<file path="src/rtl/qmux_pkg.sv">
// rtl/qmux_pkg.sv - shared types and constants for the QMUX select controller
package qmux_pkg;

  localparam int CNT_W = 8;

  localparam logic SRC_GMUX  = 1'b0;
  localparam logic SRC_QHSCK = 1'b1;

  typedef enum logic [1:0] {
    IDLE     = 2'd0,
    WAIT_OFF = 2'd1,
    WAIT_ON  = 2'd2
  } qmux_state_e;

endpackage

</file>
<file path="src/rtl/qmux_quiet_cnt.sv">
// rtl/qmux_quiet_cnt.sv - loadable down-counter timing the quiet windows
module qmux_quiet_cnt
  import qmux_pkg::*;
(
  input  logic             clk_i,
  input  logic             rst_i,
  input  logic             load_i,
  input  logic [CNT_W-1:0] load_val_i,
  input  logic             dec_i,
  output logic             zero_o
);

  logic [CNT_W-1:0] cnt_q, cnt_d;

  // Saturates at zero so a stray decrement can never wrap the count.
  always_comb begin
    cnt_d = cnt_q;
    if (load_i) begin
      cnt_d = load_val_i;
    end else if (dec_i && (cnt_q != '0)) begin
      cnt_d = cnt_q - 1'b1;
    end
  end

  always_ff @(posedge clk_i or posedge rst_i) begin
    if (rst_i) begin
      cnt_q <= '0;
    end else begin
      cnt_q <= cnt_d;
    end
  end

  assign zero_o = (cnt_q == '0);

endmodule

</file>
<file path="src/rtl/qmux_sel_ctrl.sv">
// rtl/qmux_sel_ctrl.sv - glitch-free QMUX source switch: gate off, flip IS, gate on
module qmux_sel_ctrl
  import qmux_pkg::*;
#(
  parameter int QUIET_CYC = 4
) (
  input  logic QCK,
  input  logic QRT,
  input  logic REQ_VLD,
  input  logic REQ_SEL,
  output logic REQ_RDY,
  output logic IS,
  output logic GATE_EN,
  output logic BUSY,
  output logic DONE
);

  localparam logic [CNT_W-1:0] RELOAD = CNT_W'(QUIET_CYC - 1);

  qmux_state_e state_q, state_d;
  logic        is_q, is_d;
  logic        gate_q, gate_d;
  logic        done_q, done_d;
  logic        sel_q, sel_d;
  logic        pend_q, pend_d;
  logic        cnt_load, cnt_dec, cnt_zero;

  qmux_quiet_cnt u_cnt (
    .clk_i      (QCK),
    .rst_i      (QRT),
    .load_i     (cnt_load),
    .load_val_i (RELOAD),
    .dec_i      (cnt_dec),
    .zero_o     (cnt_zero)
  );

  always_comb begin
    state_d  = state_q;
    is_d     = is_q;
    gate_d   = gate_q;
    sel_d    = sel_q;
    pend_d   = 1'b0;
    done_d   = pend_q;
    cnt_load = 1'b0;
    cnt_dec  = 1'b0;
    unique case (state_q)
      IDLE: begin
        // A same-source request completes without touching the clock path.
        if (REQ_VLD) begin
          if (REQ_SEL == is_q) begin
            pend_d = 1'b1;
          end else begin
            sel_d    = REQ_SEL;
            gate_d   = 1'b0;
            cnt_load = 1'b1;
            state_d  = WAIT_OFF;
          end
        end
      end
      WAIT_OFF: begin
        if (cnt_zero) begin
          is_d     = sel_q;
          cnt_load = 1'b1;
          state_d  = WAIT_ON;
        end else begin
          cnt_dec = 1'b1;
        end
      end
      WAIT_ON: begin
        if (cnt_zero) begin
          gate_d  = 1'b1;
          done_d  = 1'b1;
          state_d = IDLE;
        end else begin
          cnt_dec = 1'b1;
        end
      end
      default: state_d = IDLE;
    endcase
  end

  always_ff @(posedge QCK or posedge QRT) begin
    if (QRT) begin
      state_q <= IDLE;
      is_q    <= SRC_GMUX;
      gate_q  <= 1'b1;
      done_q  <= 1'b0;
      sel_q   <= SRC_GMUX;
      pend_q  <= 1'b0;
    end else begin
      state_q <= state_d;
      is_q    <= is_d;
      gate_q  <= gate_d;
      done_q  <= done_d;
      sel_q   <= sel_d;
      pend_q  <= pend_d;
    end
  end

  assign REQ_RDY = (state_q == IDLE);
  assign BUSY    = ~REQ_RDY;
  assign IS      = is_q;
  assign GATE_EN = gate_q;
  assign DONE    = done_q;

endmodule

</file>
<file path="config.mk">
export PLATFORM = sky130hd
export DESIGN_NAME = qmux_sel_ctrl
export DESIGN_NICKNAME = d
export VERILOG_FILES = /design/src/rtl/qmux_pkg.sv /design/src/rtl/qmux_quiet_cnt.sv /design/src/rtl/qmux_sel_ctrl.sv
export SDC_FILE = /design/constraint.sdc
export NUM_CORES = 1
export LEC_CHECK = 0
export ABC_CLOCK_PERIOD_IN_PS = 2100
export CORE_MARGIN = 1.5
export CORE_UTILIZATION = 58
export CTS_BUF_LIST = sky130_fd_sc_hd__clkbuf_8
export CTS_CLUSTER_DIAMETER = 50
export DETAILED_ROUTE_END_ITERATION = 8
export DONT_BUFFER_PORTS = 1
export PLACE_DENSITY = 0.76
export SKIP_LAST_GASP = 1
export SYNTH_ARGS = -nofsm -noshare
export SYNTH_HDL_FRONTEND = slang
export SYNTH_HIERARCHICAL = 1
export SYNTH_SLANG_ARGS = --single-unit
</file>
<file path="constraint.sdc">
create_clock -name QCK -period 2.1 [get_ports QCK]
set_input_delay 0.105 -clock QCK [delete_from_list [all_inputs] [get_ports QCK]]
set_output_delay 0.105 -clock QCK [all_outputs]
set_load 0.05 [all_outputs]
</file>
-- After elaboration in Yosys (flattened, before gate mapping)
Index checks and enable logic that the tools add are counted.
- bits in registers: 15
- input bits: 4
- output and inout bits: 5
- logic and storage cells: 50
- add/sub/neg operators: 1
- equal/unequal tests: 7
- mux-type cells: 22
- bitwise operators: 2
- reduce and logical (&&, ||, !) cells: 11
- operator list (kind ; number):
    $mux W8 ; 2
    $mux W1 ; 13
    $logic_not A8 Y1 ; 1
    $mux W2 ; 4
    $ne A2 B2 Y1 const B ; 4
    $reduce_and A4 Y1 ; 2
    $reduce_bool A8 Y1 ; 1
    $sub A8 B1 Y8 const B ; 1
    $pmux W2 S3 ; 1
    $pmux W1 S2 ; 2
    $reduce_bool A2 Y1 ; 2
    $reduce_and A3 Y1 ; 1
    $eq A2 B1 Y1 const B ; 1
    $eq A2 B2 Y1 const B ; 1
    $logic_not A2 Y1 ; 1
    $not A1 Y1 ; 2
    $reduce_and A2 Y1 ; 1
    $reduce_or A2 Y1 ; 1
    $eq A1 B1 Y1 ; 1
    $logic_and A1 B1 Y1 ; 1

-- Depth between registers and ports, before layout
- depth in word-level cells: 6
- depth in mapped cells: 9
- mapped depth without buffers: 9

-- Modules after synthesis
The synthesis kept the hierarchy.
- by module, submodules not included (module ; instances ; cells an instance ; area an instance (um^2) ; sequential area each (um^2)):
    qmux_quiet_cnt ; 1 ; 53 ; 495.5 ; 200.2
    qmux_sel_ctrl ; 1 ; 46 ; 449.2 ; 176.4

-- Worst setup path before layout
OpenSTA, ideal clock, no wires.
- path kind: register to register
- from: register state_q[0]
- to: register u_cnt.cnt_q[5]
- library setup time: 0.136 ns
- data arrival time: 2.163 ns
- required time: 1.964 ns
- slack: -0.199 ns
- stages on the path, launching flop included: 7
- path buffers: 1
- period minus slack after synthesis: 2.299 ns
- path through: dfrtp_1 inv_1 ha_1 nand2_1 o21ai_0 clkbuf_1 o21ai_0
- elaborated cells on any way between the ends: 9
- those cells by class: eq/ne (2); mux (3); reduce/logical (4)
- RTL lines (what ; RTL line ; source):
    start: declaration ; qmux_sel_ctrl.sv:20 ; qmux_state_e state_q, state_d;
    start signal: assignment ; qmux_sel_ctrl.sv:91 ; state_q <= state_d;
    $logic_not A2 Y1 (*) ; -- ;
    via REQ_RDY ; qmux_sel_ctrl.sv:11 ; output logic REQ_RDY,
    $pmux W1 S2 (*) ; qmux_sel_ctrl.sv:46 ; unique case (state_q)
    via cnt_load ; qmux_sel_ctrl.sv:26 ; logic cnt_load, cnt_dec, cnt_zero;
    $mux W8 or $reduce_bool A2 Y1 (tied branches) ; -- ;
    end signal: assignment ; qmux_quiet_cnt.sv:29 ; cnt_q <= cnt_d;
    end: declaration ; qmux_quiet_cnt.sv:13 ; logic [CNT_W-1:0] cnt_q, cnt_d;
The timed path passes the listed nets; every way through them passes the cells marked *.
A chain may end at the register's enable or synchronous reset.

-- Worst setup path after layout
- from: register u_cnt.cnt_q[0]
- to: register u_cnt.cnt_q[7]
- word-level cells in the longest chain between the ends: 5
- elaborated cells on any way between the ends: 11
- those cells by class: add/sub (1); mux (6); reduce/logical (4)
- RTL lines (what ; RTL line ; source):
    $logic_not A8 Y1 ; qmux_quiet_cnt.sv:33 ; assign zero_o = (cnt_q == '0);
    via cnt_zero ; qmux_sel_ctrl.sv:26 ;
    $mux W1 ; qmux_sel_ctrl.sv:61, qmux_sel_ctrl.sv:70 ;
    $mux W1 ; -- ;
    via cnt_dec ; qmux_sel_ctrl.sv:26 ;
    $logic_and A1 B1 Y1 ; qmux_quiet_cnt.sv:20 ; end else if (dec_i && (cnt_q != '0)) begin
    $reduce_bool A2 Y1 (no source line) ; -- ;
The timed path passes the listed nets, and every way through them passes these cells. The select of a mux whose other input is x is not followed.

==> metrics.md <==
| Metric | Value |
|---|---|
| Vias per inst | 6.15 |
| Vias in the first global route | 786 |
| Nets@finish | 129 |
| Critical R2R Launch | u_cnt/cnt_q[0] |
| CP max stage delay | 0.48 ns |
| Crit path DAT | 2.15 ns |
| Fmax | 496 MHz |
| Initial DRT Pass Iterations | 4 |
| Initial antenna violation count | 0 |
| Overall power | 1.90 mW |
| Initial Utilization | 0.627 |
| Die height | 43.4 um |
| Setup CP Type | reg -> reg |
| CTS Root Cell | clkbuf_8 |
| Slew Viols, Final | 0 |
| CTS Sinks | 15 |
| Critical path's slowest cell | or4b_4 |
| Post-synth top flop | dfrtp_1 |
| Clock Skews | 0.00344 ns |
| Dpl cell area | 0.00103 mm2 |
| CTS clk-pin slew, worst paths | 0.07 ns |
| Min Clock Period, post-route | 2.02 ns |
| Yosys reg bits | 15 |
| Net Sw Power | 906 uW |
| Worst hold slack | 0.0324 ns |
| Least-Margin Pin Slew | 0.656 ns |
| Avg Cell Area, Syn | 9.54 um2 |
| Sequential element share of the synthesized area | 0.399 |
| Sw frac | 0.478 |
| Layout cell share with drive strength beyond 1 | 0.222 |
| Crit share post-route | 0.961 |
| Crit path to | u_cnt/cnt_q[7] |
| LEAKAGE | 0.492 nW |
| Max Fanout on Critical Path | 3 |
| Clock network fraction of total power | 0.127 |
| Endpoint class of the critical path | register |
| Port Buffers | 0 |
| Worst R2R End | u_cnt/cnt_q[7] |
| Number of synthesized flops with an enable pin | 0 |
| Layout area overhead | 20.1% |
| Worst min-delay path class | in -> reg |
| Setup TNS | 0 ns |
| Pwr dens | 1670 mW/mm2 |
| I/O Pins | 9 |
| P_int | 990 uW |
| Final Util | 0.753 |
| GR Overflow Total | 0 |
| DR vias | 818 |
| Final setup vio count | 0 |
| Chip Width | 43.4 um |
| Die ar. | 0.00188 mm2 |
| HPWL Detailed | 1470 um |
| TritonCTS Buffers | 3 |
| Slew Limit Headroom | 0.556 |
| Cells along the critical path | inv_2 > ha_4 > or4b_4 > nor2_4 > nor2b_4 > nor3b_2 > nand4_1 > xor2_1 > o21ai_1 |
| Largest net degree at the start of global routing | 17 |
| Mapped Cells | 99 |
| Synthesized area | 945 um2 |
| Status | finished clean |
| Synth warnings | 6 |
| Final Instance Area | 0.00113 mm2 |
| Max clock buf depth | 2 |
| Core area | 0.00151 mm2 |
| CTS H-tree depth | 1 |
| Combinational Power Share | 0.543 |
| ANT cells | 0 |
| First-pass GRT wire length | 3500 um |
| TritonCTS clock tree | built |
| Worst Path Required | 2.24 ns |
| Detailed Route WL | 2180 um |
| Clk Latency, worst-skew pair | 0.25 ns |
| Sequential Area | 377 um2 |
| Asr flop ratio synth | 1.00 |
| Synth cell types | 38 |
| Worst setup path startpoint | u_cnt/cnt_q[0] |
| Row Count | 14 |
| # Max-Cap Violations | 0 |
| Startpoint types | register |
| Worst IR Drop VDD | 0.00104 V |
| Reg2reg setup slack | 0.08 ns |
| Iter 0 DRT Violations | 39 |
| # DRC | 0 |
| Final ANT Viol Nets | 0 |
| Sequential share of power | 0.330 |
| Hold Fails Final Rpt | 0 |
| GPL Wtd Cong | 0.865 |
| Worst reg-to-reg path cell count | 9 |
| Multi-input logic area | 592 um2 |
| GRT Total Usage | 0.254 |
| Fillers | 107 |
| Drt wl/cell | 16.4 um |
-- placed cells by master (no fill, tap or decap), types with 5 or more instances in the layout --
cell type	count
buf_4	8
o21ai_1	5
nand2_1	11
conb_1	8
ha_1	5
inv_1	6
o21ai_0	5
dfrtp_1	14
-- cells by family (layout without fill, tap and decap cells) --
family                     after synthesis  count (layout)  synth area share
and+or+nand+nor                         31              31             0.193
DFF                                     15              15             0.399
buffers and inverters                    9              21            0.0358
xor gates and xnor gates                 6               6            0.0556
AOI/OAI and AO/OA                       27              27             0.192
other                                    2               8           0.00795
muxes                                    2               2            0.0238
adders and majority gates                7               7            0.0927
-- stage by stage --
step / std cells / setup WS [ns]
final: 133 / 0.0823
after global routing: 133 / -0.0175
after CTS: 130 / 0.0129
after detailed placement: 125 / 0.0110
after global placement: 125 / 0.138
after floorplan: 105 / 0.0168
-- routing by layer --
layer,wire [um],global-route usage,vias to the layer above
li1,-,-,385
met1,927,0.336,396
met2,1100,0.409,31
met3,108,0.0417,6
met4,38,0.115,0
met5,0,0,-
-- Yosys cell counts (all sizes together), types with 3 or more instances --
cell / n / area (um2)
a31oi: 3 / 18.8
dfrtp: 14 / 350
ha: 7 / 87.6
inv: 8 / 30.0
nand2: 11 / 41.3
nand2b: 3 / 18.8
nor2: 3 / 11.3
o21ai: 11 / 58.8
xnor2: 3 / 26.3
xor2: 3 / 26.3
-- power by group through the flow --
stage / clock network (mW) / logic, mW / registers (mW)
CTS: 0.242 / 0.930 / 0.618
floorplan: 0 / 0.696 / 0.598
global placement: 0 / 0.854 / 0.601
detailed placement: 0 / 0.901 / 0.613
finish: 0.241 / 1.03 / 0.626
global route: 0.255 / 1.13 / 0.638
-- state kept, by name (all words and copies together) (netlist names) --
name         count
sel_q            1
DONE             1
IS               1
pend_q           1
state_q          2
GATE_EN          1
u_cnt/cnt_q      8
-- how the worst min path moves through the flow --
| stage | cells after the start | endpoint | start |
|---|---|---|---|
| floorplan | 1 | DONE | QRT |
| global placement | 1 | DONE | QRT |
| detailed placement | 1 | DONE | QRT |
| CTS | 2 | sel_q | REQ_SEL |
| global route | 2 | pend_q | REQ_VLD |
| finish | 2 | sel_q | REQ_SEL |
-- layout make-up --
cell class | count | area share
multi-input cells | 81 | 0.521
clock inverters | 1 | 0.00441
inverters | 8 | 0.0265
well taps | 16 | 0.0176
clock buffers | 3 | 0.0364
repair buffers | 9 | 0.0617
flip-flops and latches | 15 | 0.332
-- worst max-delay path: cells and delay by family (launching register included) --
family,cells,cell delay (ns)
and+or+nand+nor,5,0.96
DFF,1,0.39
xor gates and xnor gates,1,0.20
adders and majority gates,1,0.14
buffers and inverters,1,0.10
AOI/OAI and AO/OA,1,0.10
-- what timing repair did --
action | CTS | global route
hold buffers | 1 | 0
pin swaps | 1 | 4
buffers inserted | 0 | 3
gates resized for setup | 4 | 5
cloned | 0 | 0
endpoints found under the setup margin | 1 | 8
endpoints found under the hold margin | 15 | 0
Power figures use the tool's default switching activity.
